**src/rtl/fp_pkg.sv**
```systemverilog
// Shared single-precision types and constants for the FP ALU blocks.
package fp_pkg;

    typedef struct packed {
        logic        sign;
        logic [7:0]  exp;
        logic [22:0] mant;
    } fp_32b_t;

    localparam logic [2:0] RM_RNE = 3'd0;
    localparam logic [2:0] RM_RTZ = 3'd1;
    localparam logic [2:0] RM_RDN = 3'd2;
    localparam logic [2:0] RM_RUP = 3'd3;
    localparam logic [2:0] RM_RMM = 3'd4;

    localparam logic [30:0] QNAN_MAG       = 31'h7FC00000;
    localparam logic [30:0] INF_MAG        = 31'h7F800000;
    localparam logic [30:0] MAX_FINITE_MAG = 31'h7F7FFFFF;
    localparam logic [31:0] QUIET_BIT      = 32'h00400000;

    // One quotient bit per iteration: 24 significand bits plus guard, round and one spare.
    localparam int DIV_ITERS = 27;

    typedef enum logic [1:0] {
        ST_IDLE,
        ST_DIVIDE,
        ST_ROUND
    } fp_div_state_t;

endpackage

```
**src/rtl/floating_point_rounder.sv**
```systemverilog
// Applies an IEEE rounding mode to a 23-bit mantissa given guard/round/sticky bits.
module floating_point_rounder
    import fp_pkg::*;
(
    input  logic        sign_i,
    input  logic [2:0]  rounding_mode_i,
    input  logic [22:0] mant_i,
    input  logic        guard_i,
    input  logic        round_i,
    input  logic        sticky_i,
    output logic [22:0] mant_o,
    output logic        carry_o,
    output logic        inexact_o
);

    logic any_lost;
    logic round_up;

    assign any_lost = guard_i | round_i | sticky_i;

    always_comb begin
        round_up = 1'b0;
        case (rounding_mode_i)
            RM_RTZ:  round_up = 1'b0;
            RM_RDN:  round_up = sign_i & any_lost;
            RM_RUP:  round_up = ~sign_i & any_lost;
            RM_RMM:  round_up = guard_i;
            default: round_up = guard_i & (round_i | sticky_i | mant_i[0]);
        endcase
    end

    assign {carry_o, mant_o} = {1'b0, mant_i} + {23'd0, round_up};
    assign inexact_o         = any_lost;

endmodule

```
**src/rtl/fp_divide_iterative.sv**
```systemverilog
// Single-precision divider: radix-2 restoring mantissa division, one quotient bit per clock,
// fixed 28-cycle latency behind a ready handshake.
module fp_divide_iterative
    import fp_pkg::*;
(
    input  logic        clk,
    input  logic        rst,
    input  logic        valid_data_in,
    output logic        ready,
    input  logic [31:0] in1,
    input  logic [31:0] in2,
    input  logic [2:0]  rounding_mode,
    output logic [31:0] out,
    output logic        overflow,
    output logic        underflow,
    output logic        inexact,
    output logic        invalid_operation,
    output logic        divide_by_zero,
    output logic        valid_data_out
);

    fp_div_state_t      state_q, state_d;
    logic [4:0]         cnt_q, cnt_d;
    logic               sign_q, sign_d;
    logic [2:0]         rm_q, rm_d;
    logic [23:0]        div_q, div_d;
    logic [24:0]        rem_q, rem_d;
    logic [26:0]        quo_q, quo_d;
    logic signed [9:0]  exp_q, exp_d;
    logic               special_q, special_d;
    logic [31:0]        spec_res_q, spec_res_d;
    logic               spec_inv_q, spec_inv_d;
    logic               spec_dz_q, spec_dz_d;
    logic               spec_uf_q, spec_uf_d;
    logic [31:0]        out_q, out_d;
    logic               ovf_q, ovf_d;
    logic               unf_q, unf_d;
    logic               inx_q, inx_d;
    logic               inv_q, inv_d;
    logic               dz_q, dz_d;
    logic               vout_q, vout_d;

    fp_32b_t a_op, b_op;
    assign a_op = in1;
    assign b_op = in2;

    // Operand classification; denormals count as zero everywhere.
    logic a_zero, a_inf, a_nan, a_qnan, a_snan, a_flush;
    logic b_zero, b_inf, b_nan, b_qnan, b_snan, b_flush;
    logic op_sign;

    assign a_zero  = (a_op.exp == 8'h00);
    assign a_flush = a_zero && (a_op.mant != 23'd0);
    assign a_inf   = (a_op.exp == 8'hFF) && (a_op.mant == 23'd0);
    assign a_nan   = (a_op.exp == 8'hFF) && (a_op.mant != 23'd0);
    assign a_qnan  = a_nan && a_op.mant[22];
    assign a_snan  = a_nan && !a_op.mant[22];
    assign b_zero  = (b_op.exp == 8'h00);
    assign b_flush = b_zero && (b_op.mant != 23'd0);
    assign b_inf   = (b_op.exp == 8'hFF) && (b_op.mant == 23'd0);
    assign b_nan   = (b_op.exp == 8'hFF) && (b_op.mant != 23'd0);
    assign b_qnan  = b_nan && b_op.mant[22];
    assign b_snan  = b_nan && !b_op.mant[22];
    assign op_sign = a_op.sign ^ b_op.sign;

    logic        sp_hit, sp_inv, sp_dz;
    logic [31:0] sp_res;

    always_comb begin
        sp_hit = 1'b1;
        sp_inv = 1'b0;
        sp_dz  = 1'b0;
        sp_res = 32'd0;
        if (a_qnan) begin
            sp_res = in1;
        end else if (b_qnan) begin
            sp_res = in2;
        end else if (a_snan) begin
            sp_res = in1 | QUIET_BIT;
            sp_inv = 1'b1;
        end else if (b_snan) begin
            sp_res = in2 | QUIET_BIT;
            sp_inv = 1'b1;
        end else if ((a_zero && b_zero) || (a_inf && b_inf)) begin
            sp_res = {op_sign, QNAN_MAG};
            sp_inv = 1'b1;
        end else if (a_inf) begin
            sp_res = {op_sign, INF_MAG};
        end else if (b_zero) begin
            sp_res = {op_sign, INF_MAG};
            sp_dz  = 1'b1;
        end else if (a_zero || b_inf) begin
            sp_res = {op_sign, 31'd0};
        end else begin
            sp_hit = 1'b0;
        end
    end

    // One restoring-division step.
    logic        q_bit;
    logic [24:0] rem_sub;
    assign q_bit   = (rem_q >= {1'b0, div_q});
    assign rem_sub = q_bit ? (rem_q - {1'b0, div_q}) : rem_q;

    // Normalisation of the finished quotient.
    logic [22:0]       norm_mant;
    logic              norm_g, norm_r, norm_s;
    logic signed [9:0] norm_exp;
    logic              rem_nz;
    assign rem_nz = (rem_q != 25'd0);

    always_comb begin
        if (quo_q[26]) begin
            norm_mant = quo_q[25:3];
            norm_g    = quo_q[2];
            norm_r    = quo_q[1];
            norm_s    = quo_q[0] | rem_nz;
            norm_exp  = exp_q;
        end else begin
            norm_mant = quo_q[24:2];
            norm_g    = quo_q[1];
            norm_r    = quo_q[0];
            norm_s    = rem_nz;
            norm_exp  = exp_q - 10'sd1;
        end
    end

    logic [22:0]       rnd_mant;
    logic              rnd_carry, rnd_inexact;
    logic signed [9:0] fin_exp;

    floating_point_rounder u_rounder (
        .sign_i          (sign_q),
        .rounding_mode_i (rm_q),
        .mant_i          (norm_mant),
        .guard_i         (norm_g),
        .round_i         (norm_r),
        .sticky_i        (norm_s),
        .mant_o          (rnd_mant),
        .carry_o         (rnd_carry),
        .inexact_o       (rnd_inexact)
    );

    assign fin_exp = norm_exp + (rnd_carry ? 10'sd1 : 10'sd0);

    logic [31:0] ovf_res;
    always_comb begin
        case (rm_q)
            RM_RTZ:  ovf_res = {sign_q, MAX_FINITE_MAG};
            RM_RDN:  ovf_res = sign_q ? {1'b1, INF_MAG} : {1'b0, MAX_FINITE_MAG};
            RM_RUP:  ovf_res = sign_q ? {1'b1, MAX_FINITE_MAG} : {1'b0, INF_MAG};
            default: ovf_res = {sign_q, INF_MAG};
        endcase
    end

    always_comb begin
        state_d    = state_q;
        cnt_d      = cnt_q;
        sign_d     = sign_q;
        rm_d       = rm_q;
        div_d      = div_q;
        rem_d      = rem_q;
        quo_d      = quo_q;
        exp_d      = exp_q;
        special_d  = special_q;
        spec_res_d = spec_res_q;
        spec_inv_d = spec_inv_q;
        spec_dz_d  = spec_dz_q;
        spec_uf_d  = spec_uf_q;
        out_d      = out_q;
        ovf_d      = ovf_q;
        unf_d      = unf_q;
        inx_d      = inx_q;
        inv_d      = inv_q;
        dz_d       = dz_q;
        vout_d     = 1'b0;
        case (state_q)
            ST_IDLE: begin
                if (valid_data_in) begin
                    state_d    = ST_DIVIDE;
                    cnt_d      = 5'd0;
                    sign_d     = op_sign;
                    rm_d       = rounding_mode;
                    div_d      = {1'b1, b_op.mant};
                    rem_d      = {2'b01, a_op.mant};
                    quo_d      = 27'd0;
                    exp_d      = $signed({2'b00, a_op.exp}) - $signed({2'b00, b_op.exp}) + 10'sd127;
                    special_d  = sp_hit;
                    spec_res_d = sp_res;
                    spec_inv_d = sp_inv;
                    spec_dz_d  = sp_dz;
                    spec_uf_d  = a_flush | b_flush;
                end
            end
            ST_DIVIDE: begin
                rem_d = {rem_sub[23:0], 1'b0};
                quo_d = {quo_q[25:0], q_bit};
                cnt_d = cnt_q + 5'd1;
                if (cnt_q == 5'(DIV_ITERS - 1)) begin
                    state_d = ST_ROUND;
                end
            end
            ST_ROUND: begin
                state_d = ST_IDLE;
                vout_d  = 1'b1;
                ovf_d   = 1'b0;
                unf_d   = 1'b0;
                inx_d   = 1'b0;
                inv_d   = 1'b0;
                dz_d    = 1'b0;
                if (special_q) begin
                    out_d = spec_res_q;
                    inv_d = spec_inv_q;
                    dz_d  = spec_dz_q;
                    unf_d = spec_uf_q;
                end else if (fin_exp > 10'sd254) begin
                    out_d = ovf_res;
                    ovf_d = 1'b1;
                    inx_d = 1'b1;
                end else if (fin_exp <= 10'sd0) begin
                    out_d = {sign_q, 31'd0};
                    unf_d = 1'b1;
                    inx_d = 1'b1;
                end else begin
                    out_d = {sign_q, fin_exp[7:0], rnd_mant};
                    inx_d = rnd_inexact;
                end
            end
            default: state_d = ST_IDLE;
        endcase
    end

    always_ff @(posedge clk or posedge rst) begin
        if (rst) begin
            state_q    <= ST_IDLE;
            cnt_q      <= 5'd0;
            sign_q     <= 1'b0;
            rm_q       <= RM_RNE;
            div_q      <= 24'd0;
            rem_q      <= 25'd0;
            quo_q      <= 27'd0;
            exp_q      <= 10'sd0;
            special_q  <= 1'b0;
            spec_res_q <= 32'd0;
            spec_inv_q <= 1'b0;
            spec_dz_q  <= 1'b0;
            spec_uf_q  <= 1'b0;
            out_q      <= 32'd0;
            ovf_q      <= 1'b0;
            unf_q      <= 1'b0;
            inx_q      <= 1'b0;
            inv_q      <= 1'b0;
            dz_q       <= 1'b0;
            vout_q     <= 1'b0;
        end else begin
            state_q    <= state_d;
            cnt_q      <= cnt_d;
            sign_q     <= sign_d;
            rm_q       <= rm_d;
            div_q      <= div_d;
            rem_q      <= rem_d;
            quo_q      <= quo_d;
            exp_q      <= exp_d;
            special_q  <= special_d;
            spec_res_q <= spec_res_d;
            spec_inv_q <= spec_inv_d;
            spec_dz_q  <= spec_dz_d;
            spec_uf_q  <= spec_uf_d;
            out_q      <= out_d;
            ovf_q      <= ovf_d;
            unf_q      <= unf_d;
            inx_q      <= inx_d;
            inv_q      <= inv_d;
            dz_q       <= dz_d;
            vout_q     <= vout_d;
        end
    end

    assign ready             = (state_q == ST_IDLE);
    assign out               = out_q;
    assign overflow          = ovf_q;
    assign underflow         = unf_q;
    assign inexact           = inx_q;
    assign invalid_operation = inv_q;
    assign divide_by_zero    = dz_q;
    assign valid_data_out    = vout_q;

endmodule

```
**config.mk**
```make
export PLATFORM = sky130hd
export DESIGN_NAME = fp_divide_iterative
export DESIGN_NICKNAME = d
export VERILOG_FILES = /design/src/rtl/fp_pkg.sv /design/src/rtl/floating_point_rounder.sv /design/src/rtl/fp_divide_iterative.sv
export SDC_FILE = /design/constraint.sdc
export NUM_CORES = 1
export LEC_CHECK = 0
export ABC_AREA = 1
export CAP_MARGIN = 10
export CORE_MARGIN = 4
export CORE_UTILIZATION = 25
export DETAILED_ROUTE_END_ITERATION = 8
export GPL_ROUTABILITY_DRIVEN = 0
export PLACE_DENSITY_LB_ADDON = 0.15
export SYNTH_ARGS = -nofsm -noshare
export SYNTH_HDL_FRONTEND = slang
export SYNTH_SLANG_ARGS = --single-unit
```
**constraint.sdc**
```tcl
create_clock -name clk -period 7.6 [get_ports clk]
set_clock_uncertainty 0.2 [all_clocks]
set_input_delay 1.52 -clock clk [delete_from_list [all_inputs] [get_ports clk]]
set_output_delay 1.52 -clock clk [all_outputs]
set_load 0.02 [all_outputs]
```
==> impl_results.md <==
- Status: complete, no violations
- Synth Area in Simple Gates: 0.263
- Reg2reg end: out[22]
- Die Span X: around 220 µm
- Main combinational cell family by area after synthesis: simple AND/OR/NAND/NOR gates
- Clock network power share: 0.162
- Worst hold path depth: 2
- Synth unique cells: 52
- Number of max-cap violations: 0
- R2R Path Start: quo_q[26]
- Worst VDD drop: 0.184 mV
- Post-Route Setup TNS: 0 ns
- Number of synthesized flops with an enable pin: 0
- Synth Cell Area: around 0.011 mm²
- Antenna violation net count after detailed routing: 0
- # resized after CTS: 0
- Mux cell area share after synthesis: 0.00179
- Fmax: between 150 and 200 MHz
- Worst-skew pair later-pin latency: 0.45 ns
- Leak: 6.27 nW
- CP max stage cell: dfrtp_1
- Post-synthesis cell count: 1580
- Antenna Cells: 0
- First-pass GRT wire length: roughly 61000 µm
- End of the worst hold path: div_q[23]
- Final Cycle Share: 0.727
- Vias: approximately 11000
- Sink Count: 171
- Slew margin rel.: 0.196
- Hpwl dp: a little under 30000 µm
- CTS buffer count: 17
- FF-to-FF setup slack: a little over 2 ns
- Fin crit period: about 5.5 ns
- CTS tree: built
- NetSw: 0.00274 W
- Grt met3 use: 0.0230
- Initial detailed-routing violation count: 625
- Required @ worst endpoint: 7.74 ns
- Fraction of registers with async set/reset: 1.00
- WP data arrival: 5.66 ns
- Syn avg cell area: 7.09 µm²
- Pre-CTS setup slack: 2.06 ns
- Sequential area share after synthesis: 0.382
- Met1 Use GR: 0.238
- GR Layer Usage met2: 0.251
- Drt wl/cell: 17.1 µm
- RSZ-0062 raised after global routing: false
- Worst Reg-to-Reg Cells: 29
- Layout Nets: between 1500 and 2000
- Worst Hold Class: reg -> reg
- CTS Hold Bufs: 0
- Vias/cell: 4.67
- Initial antenna violation count: 0
- Core ar.: 0.0442 mm²
- Post-Synth Adder-Cell Area: 0.0494
- # fillers: 4906
- Most used DFF post-synth: dfrtp_1
- Gr usage total: 0.163
- Count of input and output buffers: about 110
- XOR/XNOR share of the synthesized area: 0.0376
- Switching part of the total power: 0.485
- Remaining DRCs: 0
- Setup Fix Bufs, Post-CTS: 0
- PwrDens: 420 mW/mm²
- I/O pins: 109
- Row Count: 77
- Clock-pin slew on the worst setup and hold paths: 0.07 ns
- Final Hold Viols: 0
- Combinational share of power: 0.560
- Die height: 220 µm
- Crit start category: flop
- Fraction of layout cells with a size suffix above 1: 0.0472
- DR pass1 iterations: 5
- H-tree levels: 4
- Worst Tran Pin Value: 1.20 ns
- Synthesized flop and latch total: 171
- YS warnings: 0
- CP max stage delay: 0.74 ns
- GR peak layer: met2
- Compound-Gate Fraction of Synth Area: 0.169
- Area delta synth->final: 20.3%
- Critical Setup Path Class: reg -> reg
- Hold Startpoint: div_q[23]
- Die area: 0.0482 mm²
- Int Pwr: roughly 0.0029 W
- Max clock buf depth: 2
- Sequential Power Share: 0.279
- GR Overflow Total: 0
- Crit-path max FO: 22
- Final setup violation count: 0
- Clk Tree Root Cell: clkbuf_16
- Largest net degree at the start of global routing: 89
- Starting Density: 0.253
- Worst setup EP type: flop
- Final wirelength: ~39000 µm
- Final Worst Setup Slack: 2.08 ns
- Vias in the first global route: roughly 11000
- Syn_nets: 1693
- Critical Path Most Common Cell: nand2_1
- Slew Limit Fails: 0
-- through the flow --
stage | hold WS (ns) | instances | instance area, µm² | util | total power (W)
after global placement | 0.241 | 2233 | 12900 | 0.291 | 0.00475
after CTS | 0.263 | 2265 | 13500 | 0.305 | 0.00570
after detailed placement | 0.246 | 2233 | 12900 | 0.291 | 0.00475
after floorplan | 0.226 | 1580 | 11200 | - | 0.00382
final | 0.255 | 2265 | 13500 | 0.305 | 0.00565
after global routing | 0.309 | 2265 | 13500 | 0.305 | 0.00623
-- layout make-up --
cell class / count / area [µm²] / share of cell area
Sequential cell: 171 / 4280 / 0.318
Inverter: 225 / 852 / 0.0633
Timing Repair Buffer: 119 / 1160 / 0.0864
Multi-Input combinational cell: 1126 / 5840 / 0.434
Clock inverter: 14 / 160 / 0.0119
Tap cell: 592 / 741 / 0.0550
Clock buffer: 18 / 429 / 0.0319
-- Yosys cell counts (17+ instances only) --
library cell  number  area [µm²]
nand3_1           90         450
ha_1              41         513
o22ai_1           29         181
o21ai_1           23         115
clkbuf_1          47         176
nor4_1            19         119
nand2_1          368        1380
o211ai_1          20         150
nor3_1            17        85.1
nand4_1           25         156
nor2_1           147         552
a21oi_1          103         515
xor2_1            29         254
dfrtp_1          171        4280
o21ai_0          127         636
xnor2_1           19         166
inv_1            211         792
-- routing by layer --
layer | vias to the layer above | part of all wire
met5 | - | 0
met4 | 0 | 0.018
met3 | 35 | 0.038
met2 | 196 | 0.44
met1 | 4984 | 0.50
li1 | 5352 | -
-- state kept, by name, summed over array words and instances, names as in the netlist --
register / cells
out: 32
quo_q: 27
spec_dz_q: 1
divide_by_zero: 1
special_q: 1
overflow: 1
rm_q: 3
spec_inv_q: 1
div_q: 24
cnt_q: 5
state_q: 2
invalid_operation: 1
rem_q: 25
sign_q: 1
inexact: 1
spec_res_q: 32
exp_q: 10
valid_data_out: 1
spec_uf_q: 1
underflow: 1
-- layout by cell type, fill, tap and decap left out, drive strengths merged, types with 3 or more instances in the layout --
cell,synthesis,layout
nand3b,3,3
a22oi,6,6
nor3,17,17
xor2,29,29
o21bai,10,10
clkinv,4,9
nor2,149,149
o22ai,29,29
clkbuf,47,18
ha,41,41
xnor2,19,19
a21o,4,4
a21oi,103,103
inv,221,228
nand4,26,26
nand2,375,375
dfrtp,171,171
buf,11,11
o21ai,150,150
o211ai,20,20
a31oi,3,3
or2,8,8
nand3,91,91
nor4,20,20
clkdlybuf4s50,0,108
-- worst max-delay path: cells and delay by family (launching register included) --
| kind | cells | cell delay [ns] |
|---|---|---|
| buf+inv | 3 | 0.37 |
| simple gates | 20 | 2.80 |
| compound gates | 3 | 0.51 |
| flops | 1 | 0.74 |
| fa+ha+maj | 3 | 0.78 |
-- worst max path at each step --
stage,start,endpoint,slack (ns)
after floorplan,rst,cnt_q[0],1.25
after global placement,quo_q[26],out[22],2.23
after detailed placement,quo_q[26],out[21],2.06
after CTS,quo_q[26],out[21],2.05
after global routing,quo_q[26],out[22],1.38
final,quo_q[26],out[22],2.08
-- power groups by stage --
| stage | Sequential, W | Clock [W] | Combinational, W |
|---|---|---|---|
| floorplan | 0.00151 | 0 | 0.00231 |
| global placement | 0.00159 | 0 | 0.00316 |
| CTS | 0.00157 | 0.000942 | 0.00318 |
| detailed placement | 0.00159 | 0 | 0.00316 |
| global route | 0.00162 | 0.000975 | 0.00363 |
| finish | 0.00157 | 0.000913 | 0.00317 |
-- logic make-up after synthesis --
group | Yosys count
adders and majority gates | 43
DFF | 171
buffers and inverters | 283
and+or+nand+nor | 693
AOI/OAI and AO/OA | 340
muxes | 2
xor gates and xnor gates | 48
Power figures use the tool's default switching activity.
